[src/rtl/pixel_averager_if.sv]
// ============================================================================
// Module      : pixel_averager_if
// Description : Valid/ready pixel stream feeding the 2x2 pixel averager.
// Revision    : 1.0 - initial release
// ============================================================================
`default_nettype none

interface pixel_averager_if #(
    parameter int WIDTH = 8
);
    logic [WIDTH-1:0] pixel_in;
    logic             pixel_valid;
    logic             pixel_ready;

    modport master (
        output pixel_in,
        output pixel_valid,
        input  pixel_ready
    );

    modport slave (
        input  pixel_in,
        input  pixel_valid,
        output pixel_ready
    );
endinterface

`default_nettype wire

[src/rtl/pixel_averager.sv]
// ============================================================================
// Module      : pixel_averager
// Description : Streams a raster-order square image and packs the floor mean
//               of every non-overlapping 2x2 block into a result register,
//               using a one-row buffer of partial block sums.
// Revision    : 1.0 - initial release
// ============================================================================
`default_nettype none

module pixel_averager #(
    parameter int IMG_SIDE = 28,
    parameter int WIDTH    = 8
) (
    input  wire logic                                              clk,
    input  wire logic                                              reset,
    input  wire logic                                              avg_go,
    pixel_averager_if.slave                                        pix,
    output logic                                                   busy,
    output logic [WIDTH*(IMG_SIDE/2)*(IMG_SIDE/2)-1:0]             averaged_pixels,
    output logic                                                   avg_done
);

    localparam int c_HALF               = IMG_SIDE / 2;
    localparam int c_AVERAGED_PIXELS_NR = c_HALF * c_HALF;
    localparam int c_CNT_W              = $clog2(IMG_SIDE);
    localparam int c_J_W                = c_CNT_W - 1;
    localparam int c_K_W                = $clog2(c_AVERAGED_PIXELS_NR);
    localparam int c_ACC_W              = WIDTH + 2;

    localparam logic [c_CNT_W-1:0] c_LAST = c_CNT_W'(IMG_SIDE - 1);

    typedef enum logic [1:0] {
        S_IDLE  = 2'd0,
        S_ACCUM = 2'd1,
        S_DONE  = 2'd2
    } state_t;

    state_t               r_state;
    state_t               w_state_next;
    logic                 w_ready;
    logic                 w_busy;
    logic                 w_done;
    logic                 w_start;
    logic                 w_xfer;
    logic                 w_at_last;

    logic [c_CNT_W-1:0]   r_row;
    logic [c_CNT_W-1:0]   r_col;
    logic [c_ACC_W-1:0]   r_acc [c_HALF];

    logic [c_J_W-1:0]     w_j;
    logic [c_J_W-1:0]     w_row_pair;
    logic [c_K_W-1:0]     w_k;
    logic                 w_first;
    logic                 w_fourth;
    logic [c_ACC_W-1:0]   w_acc_sel;
    logic [c_ACC_W-1:0]   w_sum;

    // ------------------------------------------------------------------
    // Control FSM
    // ------------------------------------------------------------------
    always_ff @(posedge clk or negedge reset) begin
        if (!reset) begin
            r_state <= S_IDLE;
        end else begin
            r_state <= w_state_next;
        end
    end

    always_comb begin
        w_state_next = r_state;
        w_ready      = 1'b0;
        w_busy       = 1'b0;
        w_done       = 1'b0;
        w_start      = 1'b0;
        case (r_state)
            S_IDLE: begin
                if (avg_go) begin
                    w_state_next = S_ACCUM;
                    w_start      = 1'b1;
                end
            end
            S_ACCUM: begin
                w_ready = 1'b1;
                w_busy  = 1'b1;
                if (pix.pixel_valid && w_at_last) begin
                    w_state_next = S_DONE;
                end
            end
            S_DONE: begin
                // One-cycle completion state; afterwards behaves exactly as idle.
                w_done = 1'b1;
                if (avg_go) begin
                    w_state_next = S_ACCUM;
                    w_start      = 1'b1;
                end else begin
                    w_state_next = S_IDLE;
                end
            end
            default: begin
                w_state_next = S_IDLE;
            end
        endcase
    end

    assign pix.pixel_ready = w_ready;
    assign busy            = w_busy;
    assign avg_done        = w_done;

    assign w_xfer    = w_ready & pix.pixel_valid;
    assign w_at_last = (r_row == c_LAST) && (r_col == c_LAST);

    // ------------------------------------------------------------------
    // Raster position counters
    // ------------------------------------------------------------------
    always_ff @(posedge clk or negedge reset) begin
        if (!reset) begin
            r_row <= '0;
            r_col <= '0;
        end else if (w_start) begin
            r_row <= '0;
            r_col <= '0;
        end else if (w_xfer) begin
            if (r_col == c_LAST) begin
                r_col <= '0;
                r_row <= (r_row == c_LAST) ? '0 : r_row + c_CNT_W'(1);
            end else begin
                r_col <= r_col + c_CNT_W'(1);
            end
        end
    end

    // ------------------------------------------------------------------
    // Block addressing and partial sums
    // ------------------------------------------------------------------
    assign w_j        = r_col[c_CNT_W-1:1];
    assign w_row_pair = r_row[c_CNT_W-1:1];
    assign w_k        = c_K_W'(w_row_pair) * c_K_W'(c_HALF) + c_K_W'(w_j);
    assign w_first    = ~r_row[0] & ~r_col[0];
    assign w_fourth   =  r_row[0] &  r_col[0];
    assign w_acc_sel  = r_acc[w_j];
    assign w_sum      = w_acc_sel + c_ACC_W'(pix.pixel_in);

    always_ff @(posedge clk or negedge reset) begin
        if (!reset) begin
            for (int i = 0; i < c_HALF; i++) begin
                r_acc[i] <= '0;
            end
        end else if (w_start) begin
            for (int i = 0; i < c_HALF; i++) begin
                r_acc[i] <= '0;
            end
        end else if (w_xfer) begin
            // The top-left pixel of a block restarts its column's partial sum.
            r_acc[w_j] <= w_first ? c_ACC_W'(pix.pixel_in) : w_sum;
        end
    end

    // ------------------------------------------------------------------
    // Result register: only the fourth pixel of a block writes its element
    // ------------------------------------------------------------------
    always_ff @(posedge clk or negedge reset) begin
        if (!reset) begin
            averaged_pixels <= '0;
        end else if (w_xfer && w_fourth) begin
            averaged_pixels[int'(w_k)*WIDTH +: WIDTH] <= w_sum[c_ACC_W-1:2];
        end
    end

endmodule

`default_nettype wire
[src/flat_wrapper.sv]
// flat-port wrapper written by rule: the top's interface ports become plain ports
module pixel_averager_flat 
#(
    parameter int IMG_SIDE = 28,
    parameter int WIDTH    = 8
)
  (clk, reset, avg_go, busy, averaged_pixels, avg_done, pix_pixel_in, pix_pixel_valid, pix_pixel_ready);
  pixel_averager_if #(.WIDTH(WIDTH)) pix_i ();
  input  wire logic clk;
  input  wire logic reset;
  input  wire logic avg_go;
  output logic busy;
  output logic [WIDTH*(IMG_SIDE/2)*(IMG_SIDE/2)-1:0] averaged_pixels;
  output logic avg_done;
  input wire logic [$bits(pix_i.pixel_in)-1:0] pix_pixel_in;
  input wire logic [$bits(pix_i.pixel_valid)-1:0] pix_pixel_valid;
  output wire logic [$bits(pix_i.pixel_ready)-1:0] pix_pixel_ready;
  assign pix_i.pixel_in = pix_pixel_in;
  assign pix_i.pixel_valid = pix_pixel_valid;
  assign pix_pixel_ready = pix_i.pixel_ready;
  pixel_averager #(.IMG_SIDE(IMG_SIDE), .WIDTH(WIDTH)) u_core (.clk(clk), .reset(reset), .avg_go(avg_go), .pix(pix_i), .busy(busy), .averaged_pixels(averaged_pixels), .avg_done(avg_done));
endmodule
[config.mk]
export PLATFORM = sky130hd
export DESIGN_NAME = pixel_averager_flat
export DESIGN_NICKNAME = d
export VERILOG_FILES = /design/src/rtl/pixel_averager_if.sv /design/src/rtl/pixel_averager.sv /design/src/flat_wrapper.sv
export SDC_FILE = /design/constraint.sdc
export NUM_CORES = 2
export LEC_CHECK = 0
export CAP_MARGIN = 25
export CORE_AREA = 2 2 608 610
export DETAILED_ROUTE_END_ITERATION = 10
export DIE_AREA = 0 0 610 612
export GPL_TIMING_DRIVEN = 0
export PLACE_DENSITY_LB_ADDON = 0.25
export SETUP_SLACK_MARGIN = 0.5
export SLEW_MARGIN = 20
export SYNTH_ARGS = -nofsm -noshare
export SYNTH_HDL_FRONTEND = slang
export SYNTH_SLANG_ARGS = --single-unit
[constraint.sdc]
create_clock -name clk -period 11.4 [get_ports clk]
set_input_delay 1.71 -clock clk [delete_from_list [all_inputs] [get_ports clk]]
set_output_delay 1.71 -clock clk [all_outputs]
set_load 0.05 [all_outputs]
==> impl_metrics.ini <==
[layout]
multi_input_area_um2 = 23000
regArea_um2 = 43000
nFillCells = 38417
area_delta_synth_final_pct = 46.1
final_cells = 12642
fin_nets = 7615
drive_gt1_share_pct = 16.2

[timing]
final.setup.tns_ns = 0
clock.fmax_ghz = 0.125
tightest_slew_ns = 1.20
hold_viol_final = 0
finalCriticalPeriod_ns = 7.98
max_slew_margin_pct = 19.9
finalWorstSetupSlack_ns = 3.42
post-route-period-util_pct = 70.0
hold_ws_ns = 0.475
setup_viol = 0
rsz0062_at_grt = no
slew_viol_final = 0
skew_ns = 0.0876

[yosys]
synth_edf_count = 0
synth_common_cells = o21ai_0, dfrtp_1, mux2_2
synth_ff_type = dfrtp_1
netlist.top_cell.by_area = dfrtp_1
synth_top_area_share_pct = 63.3
yosysMostFrequentCell = o21ai_0
synth.cell_area_um2 = 68000
synthTopCellsByArea = dfrtp_1, o21ai_0, mux2_2, clkbuf_1, nand2_1
synth-seq-area-share_pct = 63.3
synth-seq-cells = 1720
syn_avg_cell_area_um2 = 12.0
async_flop_share_pct = 100
ys_types = 67
yosysWarnings = 0
synth_nets = 5720
postSynthCellCount = 5679

[detailed_routing]
drt-pass1-iter-count = 5
ant_nets = 0
drtIter0Drc = 5012
viasPerCell = 4.53
num_vias = 57229
post-route-drc-count = 0
totalWireLength_mm = 420
wl_per_cell_um = 33.2

[power]
p_leak_nw = 42.7
power.total_mw = 22.2
power_density_nw_per_um2 = 223
max-vdd-ir-drop_mv = 0.469

[grt]
grt_pass1_wl_mm = 546
grt_overflow = 0
grt_pass1_vias = 56994
grt_util_all_layers_pct = 21.7
grt_max_degree = 144
grt_antenna_before_repair = 63

[setup_path]
path_class = reg2reg
slowest_stage = clkbuf_1
cp.arrival_ns = 8.69
critPathMaxFanout = 10
crit_family = buffers and inverters
critPathMaxStageDelay_ns = 0.79
end_kind = register
required_ns = 12.11
crit_chain = buf_2, buf_2, buf_1, buf_1, mux4_2, a21oi_1, o21ai_0, ha_1, fa_1, a21oi_1, nor2b_1, nor2_1, xor2_2, buf_6, nand2b_1, clkbuf_1, clkbuf_1, o21ai_0
start_kind = register
worst-path-buf-inv = 7

[place]
dpl.hpwl_mm = 333
port_buffers = 1582
dp_cells = 12201
post-place-ws_ns = 3.25
gp_congestion = 0.891

[floorplanning]
die_w_um = 610
coreArea_um2 = 367000
initial_core_util_pct = 18.5
die_h_um = 612
io_pins = 1583
die_area_um2 = 373000
num_rows = 223

[clock_network]
htreeDepth = 4
cts-hold-fix-buffers = 0
path_clk_slew_ns = 0.06
clkLatencyLatePin_ns = 0.94
post_cts_buffers = 0
cts_resized = 0
cts_sinks = 1720
cts_buffer_depth = 4
cts_buffers = 207
cts_root_buf = clkbuf_16
cts_tree = yes

[job]
cap_violations = 0

[hold_path]
min_path_type = reg2reg

[outcome]
outcome = finished clean
## logic make-up (layout without fill, tap and decap cells)
group / Yosys count / after routing / share of synthesized area (%)
xor+xnor: 22 / 22 / 0.364
buf+inv: 520 / 2580 / 3.07
mux: 694 / 694 / 12.0
flops: 1720 / 1720 / 63.3
compound gates: 1886 / 1886 / 14.1
fa+ha+maj: 29 / 29 / 0.600
other cells: 0 / 66 / 0
simple gates: 808 / 808 / 6.57
## placed cells by master, fill, tap and decap left out, types with 20 or more instances in the layout
| master | count |
|---|---|
| nor3_4 | 58 |
| buf_16 | 40 |
| nand4_1 | 20 |
| clkbuf_16 | 208 |
| mux2_2 | 552 |
| nand2_2 | 20 |
| clkbuf_1 | 416 |
| or3_1 | 60 |
| o21ai_0 | 1754 |
| nor2_1 | 50 |
| nand2_1 | 321 |
| clkbuf_2 | 69 |
| buf_2 | 40 |
| o21ai_1 | 48 |
| ha_1 | 23 |
| buf_6 | 25 |
| a21oi_1 | 38 |
| clkinv_2 | 20 |
| buf_12 | 27 |
| nand3_1 | 181 |
| dfrtp_1 | 1720 |
| clkdlybuf4s50_1 | 1580 |
| diode_2 | 66 |
| mux4_2 | 30 |
| clkbuf_8 | 53 |
| mux2_1 | 97 |
## routing by layer
layer | part of all wire [%] | vias to the layer above | wire length [um] | GRT usage (%)
li1 | - | 24031 | - | -
met2 | 51 | 2550 | 213000 | 38.7
met1 | 37 | 30106 | 156000 | 24.5
met4 | 4.7 | 4 | 19900 | 9.23
met3 | 7.3 | 538 | 30400 | 5.35
met5 | 0.0064 | - | 27 | 0
## sequential cells by signal (all words and copies together) (netlist names)
| register | count |
|---|---|
| u_core.r_row | 5 |
| u_core.averaged_pixels | 1568 |
| u_core.r_state | 2 |
| u_core.r_acc | 140 |
| u_core.r_col | 5 |
## stage by stage
step / utilization, % / cell area [um^2]
floorplan: - / 68000
global placement: 24.5 / 89900
detailed placement: 25.1 / 92200
CTS: 27.0 / 99200
global route: 27.0 / 99200
finish: 27.1 / 99400
## worst register-to-register path, stage by stage, from the launching register on
cell      delay (ns)
dfrtp_1         0.34
buf_2           0.29
buf_2           0.36
buf_1           0.76
buf_1           0.79
mux4_2          0.66
a21oi_1         0.21
o21ai_0         0.19
ha_1            0.29
fa_1            0.47
a21oi_1         0.21
nor2b_1         0.07
nor2_1          0.17
xor2_2          0.45
buf_6           0.23
nand2b_1        0.46
clkbuf_1        0.80
clkbuf_1        0.77
o21ai_0         0.25
## power breakdown
part	total [mW]	internal, mW	switching, mW	leakage (nW)
logic	8.96	1.56	7.40	15.3
registers	6.30	6.23	0.0709	24.0
clock network	6.93	4.06	2.87	3.43
## final timing paths
check                                        startpoint                           end  slack [ns]  cells past startpoint
hold reg to reg            u_core.averaged_pixels[1494]  u_core.averaged_pixels[1494]        0.47                      2
setup reg to reg                        u_core.r_col[1]  u_core.averaged_pixels[1258]        3.42                     18
max in group asynchronous                         reset   u_core.averaged_pixels[564]        7.22                      6
setup / recovery                        u_core.r_col[1]  u_core.averaged_pixels[1258]        3.42                     18
hold / removal             u_core.averaged_pixels[1494]  u_core.averaged_pixels[1494]        0.47                      2
min in group asynchronous                         reset   u_core.averaged_pixels[986]        0.73                      1
## cell type report
type                            instances  share of cell area, %
Antenna cell                           66                  0.166
Clock inverter                         57                  0.851
Inverter                               15                 0.0567
Sequential cell                      1720                   43.3
Timing Repair Buffer                 1686                   18.1
Multi-Input combinational cell       3439                   23.1
Buffer                                505                   2.14
Clock buffer                          317                   6.18
Tap cell                             4837                   6.09
No activity file was read; power rests on OpenSTA's default activity.
